[src/rtl/vin_quadencoder.sv]
// rtl/vin_quadencoder.sv - quadrature encoder input stage; optional index reset via VIN_QUADENCODER_INDEX_EN
module vin_quadencoder #(
    parameter int FILTER_LEN = 3,
    parameter int ERR_WIDTH  = 8
) (
    input  logic                 clk,
    input  logic                 rst_n,
    input  logic                 QUAD_A,
    input  logic                 QUAD_B,
    input  logic                 QUAD_Z,
    input  logic                 clear,
    input  logic                 indexEnable,
    output logic [31:0]          position,
    output logic [ERR_WIDTH-1:0] errorCount,
    output logic                 indexDone
);

    // Channel bit order inside the pin vectors: 0 = A, 1 = B, 2 = Z.
    localparam int         CH_A      = 0;
    localparam int         CH_B      = 1;
    localparam int         CH_Z      = 2;
    localparam logic [3:0] FILT_MAX  = 4'(FILTER_LEN);
    localparam logic [4:0] INIT_LAST = 5'(FILTER_LEN + 2);

    typedef enum logic {
        ST_INIT,
        ST_RUN
    } state_t;

    state_t                 state_q;
    state_t                 state_d;
    logic [2:0]             pins;
    logic [2:0]             sync1_q;
    logic [2:0]             sync2_q;
    logic [2:0]             filt_q;
    logic [2:0][3:0]        fcnt_q;
    logic [4:0]             init_cnt_q;
    logic [1:0]             prev_q;
    logic [1:0]             cur_ab;
    logic                   step_fwd;
    logic                   step_rev;
    logic                   illegal;
    logic                   index_zero;
    logic [31:0]            pos_q;
    logic [31:0]            pos_d;
    logic [ERR_WIDTH-1:0]   err_q;

    assign pins   = {QUAD_Z, QUAD_B, QUAD_A};
    assign cur_ab = {filt_q[CH_A], filt_q[CH_B]};

    // Two-flop synchroniser for the asynchronous encoder pins.
    always_ff @(posedge clk or negedge rst_n) begin
        if (!rst_n) begin
            sync1_q <= '0;
            sync2_q <= '0;
        end else begin
            sync1_q <= pins;
            sync2_q <= sync1_q;
        end
    end

    // Glitch filter: a new level must persist FILTER_LEN cycles before it is accepted.
    always_ff @(posedge clk or negedge rst_n) begin
        if (!rst_n) begin
            filt_q <= '0;
            fcnt_q <= '0;
        end else begin
            for (int i = 0; i < 3; i++) begin
                if (sync2_q[i] == filt_q[i]) begin
                    fcnt_q[i] <= '0;
                end else if (fcnt_q[i] + 4'd1 == FILT_MAX) begin
                    filt_q[i] <= sync2_q[i];
                    fcnt_q[i] <= '0;
                end else begin
                    fcnt_q[i] <= fcnt_q[i] + 4'd1;
                end
            end
        end
    end

    // State register plus the startup settle counter and previous A/B snapshot.
    always_ff @(posedge clk or negedge rst_n) begin
        if (!rst_n) begin
            state_q    <= ST_INIT;
            init_cnt_q <= '0;
            prev_q     <= '0;
        end else begin
            state_q <= state_d;
            prev_q  <= cur_ab;
            if (state_q == ST_INIT) begin
                init_cnt_q <= init_cnt_q + 5'd1;
            end else begin
                init_cnt_q <= '0;
            end
        end
    end

    // Next state and 4x decode; INIT only lets the filters settle, nothing is counted.
    always_comb begin
        state_d  = state_q;
        step_fwd = 1'b0;
        step_rev = 1'b0;
        illegal  = 1'b0;
        case (state_q)
            ST_INIT: begin
                if (init_cnt_q == INIT_LAST) begin
                    state_d = ST_RUN;
                end
            end
            ST_RUN: begin
                case ({prev_q, cur_ab})
                    4'b00_10, 4'b10_11, 4'b11_01, 4'b01_00: step_fwd = 1'b1;
                    4'b00_01, 4'b01_11, 4'b11_10, 4'b10_00: step_rev = 1'b1;
                    4'b00_11, 4'b11_00, 4'b01_10, 4'b10_01: illegal  = 1'b1;
                    default: ;
                endcase
            end
            default: state_d = ST_INIT;
        endcase
    end

`ifdef VIN_QUADENCODER_INDEX_EN
    logic z_prev_q;
    logic done_q;

    assign index_zero = (state_q == ST_RUN) && filt_q[CH_Z] && !z_prev_q
                        && indexEnable && !done_q;
    assign indexDone  = done_q;

    // Index handshake: zero once per indexEnable session, release when the host drops the request.
    always_ff @(posedge clk or negedge rst_n) begin
        if (!rst_n) begin
            z_prev_q <= 1'b0;
            done_q   <= 1'b0;
        end else begin
            z_prev_q <= filt_q[CH_Z];
            if (index_zero) begin
                done_q <= 1'b1;
            end else if (!indexEnable) begin
                done_q <= 1'b0;
            end
        end
    end
`else
    logic unused_index;

    assign index_zero   = 1'b0;
    assign indexDone    = 1'b0;
    assign unused_index = ^{indexEnable, filt_q[CH_Z]};
`endif

    // Position update: index zero and clear override any count step in the same cycle.
    always_comb begin
        pos_d = pos_q;
        if (index_zero || clear) begin
            pos_d = '0;
        end else if (step_fwd) begin
            pos_d = pos_q + 32'd1;
        end else if (step_rev) begin
            pos_d = pos_q - 32'd1;
        end
    end

    // Position and saturating illegal-transition counter registers.
    always_ff @(posedge clk or negedge rst_n) begin
        if (!rst_n) begin
            pos_q <= '0;
            err_q <= '0;
        end else begin
            pos_q <= pos_d;
            if (illegal && (err_q != '1)) begin
                err_q <= err_q + ERR_WIDTH'(1);
            end
        end
    end

    assign position   = pos_q;
    assign errorCount = err_q;

endmodule

[config.mk]
export PLATFORM = sky130hd
export DESIGN_NAME = vin_quadencoder
export DESIGN_NICKNAME = d
export VERILOG_FILES = /design/src/rtl/vin_quadencoder.sv
export SDC_FILE = /design/constraint.sdc
export NUM_CORES = 1
export LEC_CHECK = 0
export CAP_MARGIN = 15
export CORE_MARGIN = 3
export CORE_UTILIZATION = 50
export DETAILED_ROUTE_END_ITERATION = 16
export PLACE_DENSITY_LB_ADDON = 0.25
export SYNTH_ARGS = -nofsm -noshare
export SYNTH_HDL_FRONTEND = slang
export SYNTH_SLANG_ARGS = --single-unit
[constraint.sdc]
create_clock -name clk -period 4.9 [get_ports clk]
set_clock_uncertainty 0.05 [all_clocks]
set_input_delay 0.98 -clock clk [delete_from_list [all_inputs] [get_ports clk]]
set_output_delay 0.98 -clock clk [all_outputs]
set_load 0.1 [all_outputs]
# == Word level (Yosys, flattened, before mapping) ==
# Cells that the tools add are included.
# word_totals
regBits,62
inputBits,7
out_inout_bits,41
wordCells,60
# classes
n_addsub,6
eq_ne,18
mux,16
n_bitwise,2
n_reduce_logical,7
# ops
operator,count
two-way mux 32 bit,3
adder 32 x 1 -> 32 bit (second input constant),1
subtractor 32 x 1 -> 32 bit (second input constant),1
== test 4 bit (second input constant),6
== test 4 x 2 -> 1 bit (second input constant),4
two-way mux 4 bit,4
== test 4 x 3 -> 1 bit (second input constant),3
OR reduction 4 bit,3
adder 4 x 1 -> 4 bit (second input constant),2
adder 8 x 1 -> 8 bit (second input constant),1
two-way mux 1 bit,8
inequality test 8 bit (second input constant),1
adder 5 x 1 -> 5 bit (second input constant),1
== test 5 x 3 -> 1 bit (second input constant),1
two-way mux 5 bit,1
== test 4 x 1 -> 1 bit (second input constant),1
AND reduction 2 bit,2
nonzero test 3 bit,1
== test 1 bit,2
NOT 1 bit,2
logical AND 1 bit,1

# == Depth between registers and ports, before layout ==
# logic_depth
depth_word,7
depth_mapped,12
ltp_nobuf,11

# == Worst setup path before layout ==
# Ideal clock, no wire load.
# synth_timing
path_type,register to register
start,register state_q
end,"register pos_q[27], in the netlist position[27]"
setup_time_ns,0.096
arrival_ns,3.723
required_ns,4.754
setup_slack_ns,1.032
stages_incl_launch_ff,13
n_path_buf,2
period_less_slack_ns,3.868
path_cell_list,dfrtp_1 -> clkbuf_1 -> nand3_1 -> ha_1 -> buf_6 -> a21o_1 -> a31o_1 -> a31o_1 -> a2111o_1 -> nand3_1 -> o21ai_1 -> xnor2_1 -> o31ai_1
# synth_between
elab_chain_cells,3
elab_cells_between_ends,5
classes_between,mux: 4; reduce/logical: 1
# synth_rtl
item,line,rtl
"start, declared",30,state_t state_q;
"start signal, assigned",88,state_q <= state_d;
two-way mux 1 bit,104,case (state_q)
two-way mux 32 bit,157,end else if (step_fwd) begin
two-way mux 32 bit,155,if (index_zero || clear) begin
"end signal, assigned",170,pos_q <= pos_d;
"end, declared",44,logic [31:0] pos_q;
# Several ways; a longest one is shown, not always the timed one.
# A chain may end at the register's enable or synchronous reset.

# == Final worst setup path ==
# layout_timing
start,register filt_q[0]
end,"register pos_q[29], in the netlist position[29]"
# layout_between
elab_chain_cells,6
elab_cells_between_ends,17
classes_between,eq/ne: 8; mux: 6; reduce/logical: 3
# layout_rtl
item,line,rtl
"start, declared",35,logic [2:0] filt_q;
"start signal, assigned by index",72,filt_q[i] <= sync2_q[i];
"== test 4 x 2 -> 1 bit, or another cell as far along",111,"case ({prev_q, cur_ab})"
OR reduction 4 bit,111,
two-way mux 1 bit,111,
two-way mux 1 bit,104,
two-way mux 32 bit,157,
two-way mux 32 bit,155,
# Several ways; a longest one is shown, not always the timed one.

==> flow_summary_export.csv <==
group,metric,value,unit
timing,max_slew.worst_pin.slew,1.03,ns
global_routing,grt_pass1_vias,3528,
timing,max_freq,289,MHz
logic_synthesis,synth_area,4340,µm²
logic_synthesis,avgSynthCellArea,8.83,µm²
logic_synthesis,synth_async_sr_flop_share,100,%
timing,finalCritPeriodShare,70.7,%
detailed_routing,drt_iter0_drc,148,
cts,ctsResizeCount,0,
timing,finalHoldViolations,0,
die,io_pins,48,
logic_synthesis,synth_seq_area_share,35.8,%
detailed_routing,drtPass1Iterations,4,
global_routing,antenna_found_initial,0,
cells_and_area,drive_gt1_share,7.29,%
detailed_routing,wl,9.16,mm
timing,rsz0062_at_grt,"false",
cells_and_area,finalNonFillerCells,640,
die,die_w,99.1,µm
setup_path,end_kind,"flip-flop",
placed_design,portBuffers,44,
detailed_routing,remaining_drc_errors,0,
cts,clkSinkCount,62,
logic_synthesis,synth.distinct_cells,58,
cts,numCtsBuffers,9,
cts,clockBufferDepth,2,
cts,htreeDepth,3,
detailed_routing,vias,3596,
timing,setup_viol,0,
setup_path,critPathArrivalTime,3.68,ns
logic_synthesis,ys_seq_elements,62,
die,start_util,52.2,%
timing,slew_headroom,30.8,%
setup_path,critPathLaunchType,"flip-flop",
timing,drv_slew,0,
placed_design,hpwl,6.55,mm
setup_path,crit_path_max_fanout,40,
global_routing,globalRouteOverflowTotal,0,
die,die_area,9820,µm²
hold_path,hp-class,"reg -> reg",
cells_and_area,utilization,60.8,%
setup_path,critPathSlowestCell,"dfrtp_1",
logic_synthesis,netlist_instances,491,
setup_path,path_class,"reg -> reg",
cts,post_cts_buffers,0,
cts,clk_latency,0.34,ns
logic_synthesis,yosysWarnings,0,
timing,fin_tns_setup,0,ns
cts,path_clk_slew,0.08,ns
logic_synthesis,ys.flop_type,"dfrtp_1",
timing,hold_slack,0.301,ns
timing,layout_min_cycle_time,3.47,ns
setup_path,max_stage_delay,0.46,ns
detailed_routing,drt-wirelength-per-cell,14.3,µm
global_routing,grt_use_total,19.5,%
placed_design,place_congestion,0.862,
detailed_routing,ant_nets,0,
logic_synthesis,synth_nets,543,
flow_run,cap_violations,0,
die,rows,33,
setup_path,timing.critical_path.cells,"xor2_1 -> nand3_1 -> buf_4 -> ha_1 -> o211ai_1 -> o211ai_1 -> a31oi_1 -> o21ai_1 -> a211oi_2 -> and3_1 -> o21ai_1 -> a31oi_1",
setup_path,crit_required,5.11,ns
detailed_routing,vias_per_cell,5.62,
cells_and_area,fin_nets,582,
global_routing,grt_pass1_wl,16.1,mm
placed_design,placed_cells,624,
cells_and_area,diodes,0,
logic_synthesis,synth_edf_count,0,
cts,root_buffer,"clkbuf_8",
cells_and_area,fill_cells,744,
global_routing,grt_max_degree,63,
cells_and_area,syn_to_final_growth,16.4,%
die,coreArea,8300,µm²
cts,tritoncts,"done",
die,die_h,99.1,µm
cts,cts_hold_buffers,0,
outcome,status,"completed",
[cell usage in the layout (no fill, tap or decap), types with 5 or more instances in the layout]
cell type        instances
xnor2_1                 28
buf_4                    5
xor2_1                  19
nand4_1                  8
a21oi_1                 50
a31oi_1                  6
nand2_1                 76
clkdlybuf4s50_1         43
nor2_1                  38
nand3_1                 14
inv_1                    8
clkbuf_8                11
nor3_1                   9
dfrtp_1                 62
ha_1                    44
and3_1                  10
o21ai_1                  8
o21ai_0                 18
a21o_1                   8
[cell usage after synthesis (3+ instances only)]
cell type	number	area share, %
nand2_1	76	6.6
dfrtp_1	62	36
a21oi_1	50	5.8
ha_1	44	13
nor2_1	38	3.3
xnor2_1	28	5.7
xor2_1	19	3.8
o21ai_0	18	2.1
nand3_1	14	1.6
clkbuf_1	13	1.1
and3_1	10	1.4
nor3_1	9	1.0
a21o_1	8	1.4
inv_1	8	0.69
nand4_1	8	1.2
o21ai_1	8	0.92
a31oi_1	6	0.87
a21oi_2	4	0.81
buf_2	4	0.46
o211ai_1	4	0.69
a211o_1	3	0.61
a211oi_1	3	0.52
buf_6	3	0.78
mux2_2	3	0.78
nand2b_1	3	0.43
nand3b_1	3	0.52
o31ai_1	3	0.52
[critical path, delay by kind of cell (launching register included)]
kind,cells,cell delay (ns)
AOI/OAI and AO/OA,7,1.60
DFF,1,0.46
buffers and inverters,1,0.39
adders and majority gates,1,0.37
and+or+nand+nor,2,0.29
xor gates and xnor gates,1,0.19
[cells by family after synthesis]
| family | synth area share [%] |
|---|---|
| buffers and inverters | 3.23 |
| adders and majority gates | 13.2 |
| DFF | 35.8 |
| muxes | 0.779 |
| other | 0.0865 |
| and+or+nand+nor | 18.8 |
| xor gates and xnor gates | 9.50 |
| AOI/OAI and AO/OA | 18.7 |
[path summary, 6_finish.rpt]
check                      slack, ns  cells after the start             to       start
max reg2reg                     1.43                     12   position[29]   filt_q[0]
min                             0.30                      0     sync2_q[0]  sync1_q[0]
max                             1.43                     12   position[29]   filt_q[0]
max in group asynchronous       3.53                      2  errorCount[0]       rst_n
min in group asynchronous       0.72                      2    position[8]       rst_n
min reg2reg                     0.30                      0     sync2_q[0]  sync1_q[0]
[through the flow]
stage	setup slack, ns	instance area, µm²
6_report	1.43	5040
5_1_grt	1.12	5040
2_1_floorplan	1.03	4340
4_1_cts	1.46	5040
3_5_place_dp	1.51	4830
3_3_place_gp	1.56	4830
[sequential cells by signal (all words and copies together) (netlist names)]
name and count:
position 32, errorCount 8, fcnt_q 8, init_cnt_q 5, filt_q 2, prev_q 2, sync1_q 2, sync2_q 2
state_q 1
[per-layer routing]
metal / up-vias / part of all wire [%] / global-route usage (%)
li1: 1830 / - / -
met1: 1690 / 47 / 25.5
met2: 66 / 48 / 32.7
met3: 10 / 4.6 / 5.26
met4: 0 / 0.83 / 4.10
met5: - / 0 / 0
[final cells by class]
class,count,area [µm²],area share (%)
multi-input combinational,400,2640,52.4
clock inverter,5,63.8,1.26
sequential,62,1550,30.8
tap,105,131,2.60
clock buffer,11,151,3.00
inverter,8,30.0,0.595
timing repair buffer,49,473,9.38
Power is not shown: default switching activity piles up to over one toggle a cycle in this logic, so the estimate is an artifact.
